--- config.mk ---
export PLATFORM = sky130hd
export DESIGN_NAME = dmem_responder
export DESIGN_NICKNAME = d
export VERILOG_FILES = /design/src/rtl/dmem_pkg.sv /design/src/rtl/dmem_array.sv /design/src/rtl/dmem_responder.sv
export SDC_FILE = /design/constraint.sdc
export NUM_CORES = 2
export LEC_CHECK = 0
export BUFFER_PORTS_ARGS = -buffer_cell sky130_fd_sc_hd__buf_2
export CAP_MARGIN = 20
export CORE_UTILIZATION = 46
export CTS_CLUSTER_SIZE = 24
export DETAILED_ROUTE_END_ITERATION = 10
export PLACE_DENSITY = 0.65
export SETUP_SLACK_MARGIN = 0.3
export SYNTH_ARGS = -nofsm -noshare
export SYNTH_HDL_FRONTEND = slang
export SYNTH_SLANG_ARGS = --single-unit
--- constraint.sdc ---
create_clock -name i_clk -period 5.4 [get_ports i_clk]
set_input_delay 1.08 -clock i_clk [delete_from_list [all_inputs] [get_ports i_clk]]
set_output_delay 1.08 -clock i_clk [all_outputs]
set_load 0.01 [all_outputs]
--- src/rtl/dmem_pkg.sv ---
// Shared types and constants for the data-memory responder.
package dmem_pkg;

    typedef enum logic [1:0] {
        IDLE,
        WAIT,
        RESP
    } state_t;

    typedef enum logic {
        OP_RD,
        OP_WR
    } op_t;

    localparam int DMEM_DATA_W  = 16;
    localparam int DMEM_LAT_MAX = 15;

endpackage

--- src/rtl/dmem_array.sv ---
// Word-addressed storage: synchronous write, asynchronous read.
// It has no reset, so its contents survive a reset of the responder.
module dmem_array
    import dmem_pkg::*;
#(
    parameter int ADDR_W = 8
) (
    input  logic                   i_clk,
    input  logic                   i_we,
    input  logic [ADDR_W-1:0]      i_addr,
    input  logic [DMEM_DATA_W-1:0] i_wdata,
    output logic [DMEM_DATA_W-1:0] o_rdata
);

    logic [DMEM_DATA_W-1:0] r_mem [2**ADDR_W];

    always_ff @(posedge i_clk) begin
        if (i_we) begin
            r_mem[i_addr] <= i_wdata;
        end
    end

    assign o_rdata = r_mem[i_addr];

endmodule

--- src/rtl/dmem_responder.sv ---
// Single-outstanding load/store responder with a fixed wait latency.
// It stalls the pipeline via o_mem_busy until the access completes.
module dmem_responder
    import dmem_pkg::*;
#(
    parameter int ADDR_W = 8,
    parameter int LAT    = 2
) (
    input  logic        i_clk,
    input  logic        i_rst,
    input  logic        i_mem_r,
    input  logic        i_mem_w,
    input  logic [15:0] i_ls_addr,
    input  logic [15:0] i_store_data,
    output logic        o_mem_busy,
    output logic [15:0] o_rd_data,
    output logic        o_rd_valid,
    output logic        o_wr_done,
    output logic        o_err,
    output logic [15:0] o_rd_count,
    output logic [15:0] o_wr_count
);

    state_t      r_state;
    op_t         r_op;
    logic [3:0]  r_cnt;
    logic [15:0] r_addr;
    logic [15:0] r_wdata;
    logic [15:0] r_rd_data;
    logic [15:0] r_rd_count;
    logic [15:0] r_wr_count;
    logic        r_err;
    logic        r_rd_valid;
    logic        r_wr_done;

    logic        w_req;
    logic        w_accept;
    logic        w_enter_resp;
    logic        w_is_wr;
    logic        w_in_range;
    logic        w_we;
    logic [15:0] w_addr;
    logic [15:0] w_wdata;
    logic [15:0] w_arr_rdata;

    assign w_req    = i_mem_r | i_mem_w;
    assign w_accept = (r_state == IDLE) && w_req;

    // With LAT=0 the access completes on the accepting edge, so the live
    // request inputs must drive the array instead of the latched copies.
    assign w_addr       = (r_state == IDLE) ? i_ls_addr    : r_addr;
    assign w_wdata      = (r_state == IDLE) ? i_store_data : r_wdata;
    assign w_is_wr      = (r_state == IDLE) ? i_mem_w      : (r_op == OP_WR);
    assign w_in_range   = (w_addr[15:ADDR_W] == '0);
    assign w_enter_resp = ((r_state == WAIT) && (r_cnt == 4'd0)) || (w_accept && (LAT == 0));
    assign w_we         = w_enter_resp && w_is_wr && w_in_range;

    dmem_array #(
        .ADDR_W (ADDR_W)
    ) u_array (
        .i_clk   (i_clk),
        .i_we    (w_we),
        .i_addr  (w_addr[ADDR_W-1:0]),
        .i_wdata (w_wdata),
        .o_rdata (w_arr_rdata)
    );

    always_ff @(posedge i_clk or posedge i_rst) begin
        if (i_rst) begin
            r_state    <= IDLE;
            r_op       <= OP_RD;
            r_cnt      <= 4'd0;
            r_addr     <= 16'h0000;
            r_wdata    <= 16'h0000;
            r_rd_data  <= 16'h0000;
            r_rd_count <= 16'h0000;
            r_wr_count <= 16'h0000;
            r_err      <= 1'b0;
            r_rd_valid <= 1'b0;
            r_wr_done  <= 1'b0;
        end else begin
            r_rd_valid <= 1'b0;
            r_wr_done  <= 1'b0;
            if (w_enter_resp) begin
                if (w_is_wr) begin
                    r_wr_done <= 1'b1;
                end else begin
                    r_rd_valid <= 1'b1;
                    r_rd_data  <= w_in_range ? w_arr_rdata : 16'h0000;
                end
            end

            case (r_state)
                IDLE: begin
                    if (w_req) begin
                        r_addr  <= i_ls_addr;
                        r_wdata <= i_store_data;
                        r_op    <= i_mem_w ? OP_WR : OP_RD;
                        if ((i_mem_r && i_mem_w) || !w_in_range) begin
                            r_err <= 1'b1;
                        end
                        if (LAT == 0) begin
                            r_state <= RESP;
                        end else begin
                            r_state <= WAIT;
                            r_cnt   <= 4'(LAT - 1);
                        end
                    end
                end
                WAIT: begin
                    if (r_cnt == 4'd0) begin
                        r_state <= RESP;
                    end else begin
                        r_cnt <= r_cnt - 4'd1;
                    end
                end
                RESP: begin
                    r_state <= IDLE;
                    if (r_op == OP_WR) begin
                        r_wr_count <= r_wr_count + 16'd1;
                    end else begin
                        r_rd_count <= r_rd_count + 16'd1;
                    end
                end
                default: r_state <= IDLE;
            endcase
        end
    end

    assign o_mem_busy = w_accept || (r_state == WAIT);
    assign o_rd_data  = r_rd_data;
    assign o_rd_valid = r_rd_valid;
    assign o_wr_done  = r_wr_done;
    assign o_err      = r_err;
    assign o_rd_count = r_rd_count;
    assign o_wr_count = r_wr_count;

endmodule

==> reports/results.txt <==
Synth Area in Compound Gates - 0.137
Slowest stage cell, crit path - dfrtp_1
Endpoints failing setup - 0
Core Util, Final - 0.532
Initial antenna violation count - 21
Final critical-path required period - 5.22 ns
Ys flop type - edfxtp_1
Total power - 106 mW
Setup TNS - 0 ns
Startpoint types - flip-flop
Count of cell types in the netlist - 56
DP HPWL - 281000 microns
Maxcap violations - 0
Mean Syn Cell Area - 17.1 sq um
Hold crit path type - in -> async
Fraction of layout cells with a size suffix above 1 - 0.151
Final ANT Viol Nets - 0
Register bit count reported by yosys - 4186
Register area share after synthesis - 0.820
Setup Skew - 0.0981 ns
Drc violations - 0
GRT Total Usage - 0.277
Number of fill cells in the layout - 25400
GPL Wtd Cong - 0.907
Number of synthesized flops with an enable pin - 4096
Syn_nets - 8959
FF-to-FF path depth - 10
Seq. cell area - 125000 sq um
Cts hold-fix bufs - 0
Asr flop ratio synth - 0.0215
I/O Pins - 88
Worst endpoint required time - 6.21 ns
Gate Count Post-Synth - 8919
Vias in the first global route - 90200
Top cell type's share of synthesized area - 0.806
CP Cell Sequence - or2_1 > o21a_4 > buf_12 > buf_4 > o22ai_1 > o21ai_0 > a41oi_1 > nor4_2 > o22ai_1 > o31ai_1
Crit path DAT - 6.03 ns
Fin crit share - 0.966
Largest net degree at the start of global routing - 161
Mux share of post-synthesis cell area - 0.000147
Synth Warn # - 0
Max incr delay on CP - 0.69 ns
LEAKAGE - 54.5 nW
Via count - 94600
RSZ-0062 raised after global routing - false
Row cnt - 211
Synth cell count leaders - edfxtp_1 (4096), o22ai_1 (1941), o21ai_0 (937)
CP Max Fanout - 55
Die ar. - 334000 sq um
Worst rel slew slack - 0.114
Area grow syn2layout - 15.1%
H-tree depth - 5
Cell Area, Synth - 153000 sq um
Largest family of logic cells by synthesized area - compound AO/OA/AOI/OAI gates
CTS sink count - 4186
Worst Tran Pin Value - 1.33 ns
Vert. Die Dim - 578 microns
Max Freq - 0.192 GHz
Outcome - finished clean
Pwr per Cell Area - 601 nW/um^2
Synth area leader - edfxtp_1
Routed length per placed instance - 33.3 microns
Nets - 9572
Die X - 578 microns
Clock-pin slew on the worst setup and hold paths - 0.06 ns
First-pass GRT wire length - 663000 microns
Worst skew pair latency - 1.00 ns
Final Hold Violating Endpoints - 0
Starting density of the core - 0.462
Leading post-synthesis cells by cell area - edfxtp_1 (81%), o22ai_1 (8.0%), o21ai_0 (3.1%), dfrtp_1 (1.5%), a41oi_1 (1.3%)
Setup CP Type - reg -> reg
Root Buffer Master - clkbuf_16
Routed WL - 475000 microns
Port bufs - 87
VDD IR max - 0.000558 V
CORE AREA - 330000 sq um
Max Slew Vio Count - 0
Most Frequent Cell on Critical Path - o22ai_1
Pre-antenna DRT Iters - 8
Count leader, synth - edfxtp_1
CTS tree - built
Fraction of the mapped netlist area in simple logic gates - 0.0181
WHS - 0.290 ns
Synth Area in Adders - 0.000393
Max clock buf depth - 4
Post-synthesis xor/xnor area fraction - 0.00184
Via/cell ratio - 6.64
Worst setup EP type - flip-flop
Area occupied by multi-input gates - 24500 sq um
GRT overflow - 0
1st-iter DRT viols - 15400
Total CTS buffers - 409
==> layer usage <==
layer  GRT usage  share of wire
met1       0.370           0.36
met2       0.422           0.45
met4       0.153          0.062
met5           0        0.00016
met3      0.0619           0.13
==> layout make-up <==
class                   instances  share of cell area
diodes                         14            0.000199
well taps                    4366              0.0311
clock buffers                 532              0.0630
repair buffers                847              0.0419
clock inverters               216              0.0116
multi-input cells            4077               0.140
inverters                      11            0.000249
flip-flops and latches       4186               0.712
==> registers in the layout (all words and copies together) (netlist names), 2 cells and up <==
signal and flops:
o_rd_count 16, u_array.r_mem 4096, r_cnt 4, o_rd_data 16
r_addr 16, r_state 2, r_wdata 16, o_wr_count 16
==> per-stage QoR <==
| stage | std cells | worst slack, ns | cell area (sq um) |
|---|---|---|---|
| 6_report | 14200 | 0.182 | 176000 |
| 5_1_grt | 14200 | 0.284 | 176000 |
| 4_1_cts | 14200 | 0.309 | 176000 |
| 3_5_place_dp | 13500 | -0.0142 | 163000 |
| 3_3_place_gp | 13500 | 0.0169 | 162000 |
| 2_1_floorplan | 8919 | 0.234 | 153000 |
==> worst max-delay path: cells and delay by family (launching register included) <==
kind	cells	cell delay [ns]
buffers and inverters	2	0.67
AND/OR/NAND/NOR	2	1.22
AO/OA/AOI/OAI	6	2.41
flip-flops	1	0.69
==> final timing paths <==
path                                  from              to  slack (ns)
setup / recovery                r_state[0]    o_rd_data[5]        0.18
hold / removal                       i_rst  o_rd_count[15]        0.29
setup reg to reg                r_state[0]    o_rd_data[5]        0.18
hold reg to reg             o_rd_count[15]  o_rd_count[15]        0.47
max in group asynchronous            i_rst   o_rd_data[12]        3.73
min in group i_clk         i_store_data[7]      r_wdata[7]        0.32
==> report_power, final <==
part | switching, mW | leakage (nW) | internal (mW) | total (mW)
Combinational | 26.3 | 9.82 | 8.54 | 34.8
Sequential | 0.376 | 38.3 | 42.5 | 42.8
Clock | 12.0 | 6.39 | 16.1 | 28.1
Total | 38.6 | 54.5 | 67.1 | 106
==> logic make-up after synthesis <==
group | Yosys count
adders and majority gates | 5
muxes | 2
xor gates and xnor gates | 32
buffers and inverters | 658
AOI/OAI and AO/OA | 3408
and+or+nand+nor | 628
DFF | 4186
==> placed cells by master, fill, tap and decap left out, drive strengths merged, types with 6 or more instances in the layout <==
cell	synthesis	layout
or2	6	6
nand2b	20	20
o31ai	10	10
buf	441	847
and3	7	7
nor2	282	283
clkinv	0	161
o21ai	981	981
o21a	9	10
o211ai	6	6
diode	0	14
bufinv	0	35
a41oi	229	229
clkbuf	206	532
nand4	23	23
edfxtp	4096	4096
nor4	56	56
a21oi	70	70
dfrtp	90	90
xor2	9	9
xnor2	23	23
nand2	194	194
nand3	14	14
o41ai	20	20
inv	11	23
o22ai	1941	1941
clkinvlp	0	8
a22oi	128	128
==> repair_timing <==
action / CTS / global route
gates cloned: 0 / 2
pin swaps: 0 / 3
setup endpoints to repair: 2 / 5
resized for setup: 2 / 3
setup buffers: 0 / 2
(Power assumes the default switching activity.)
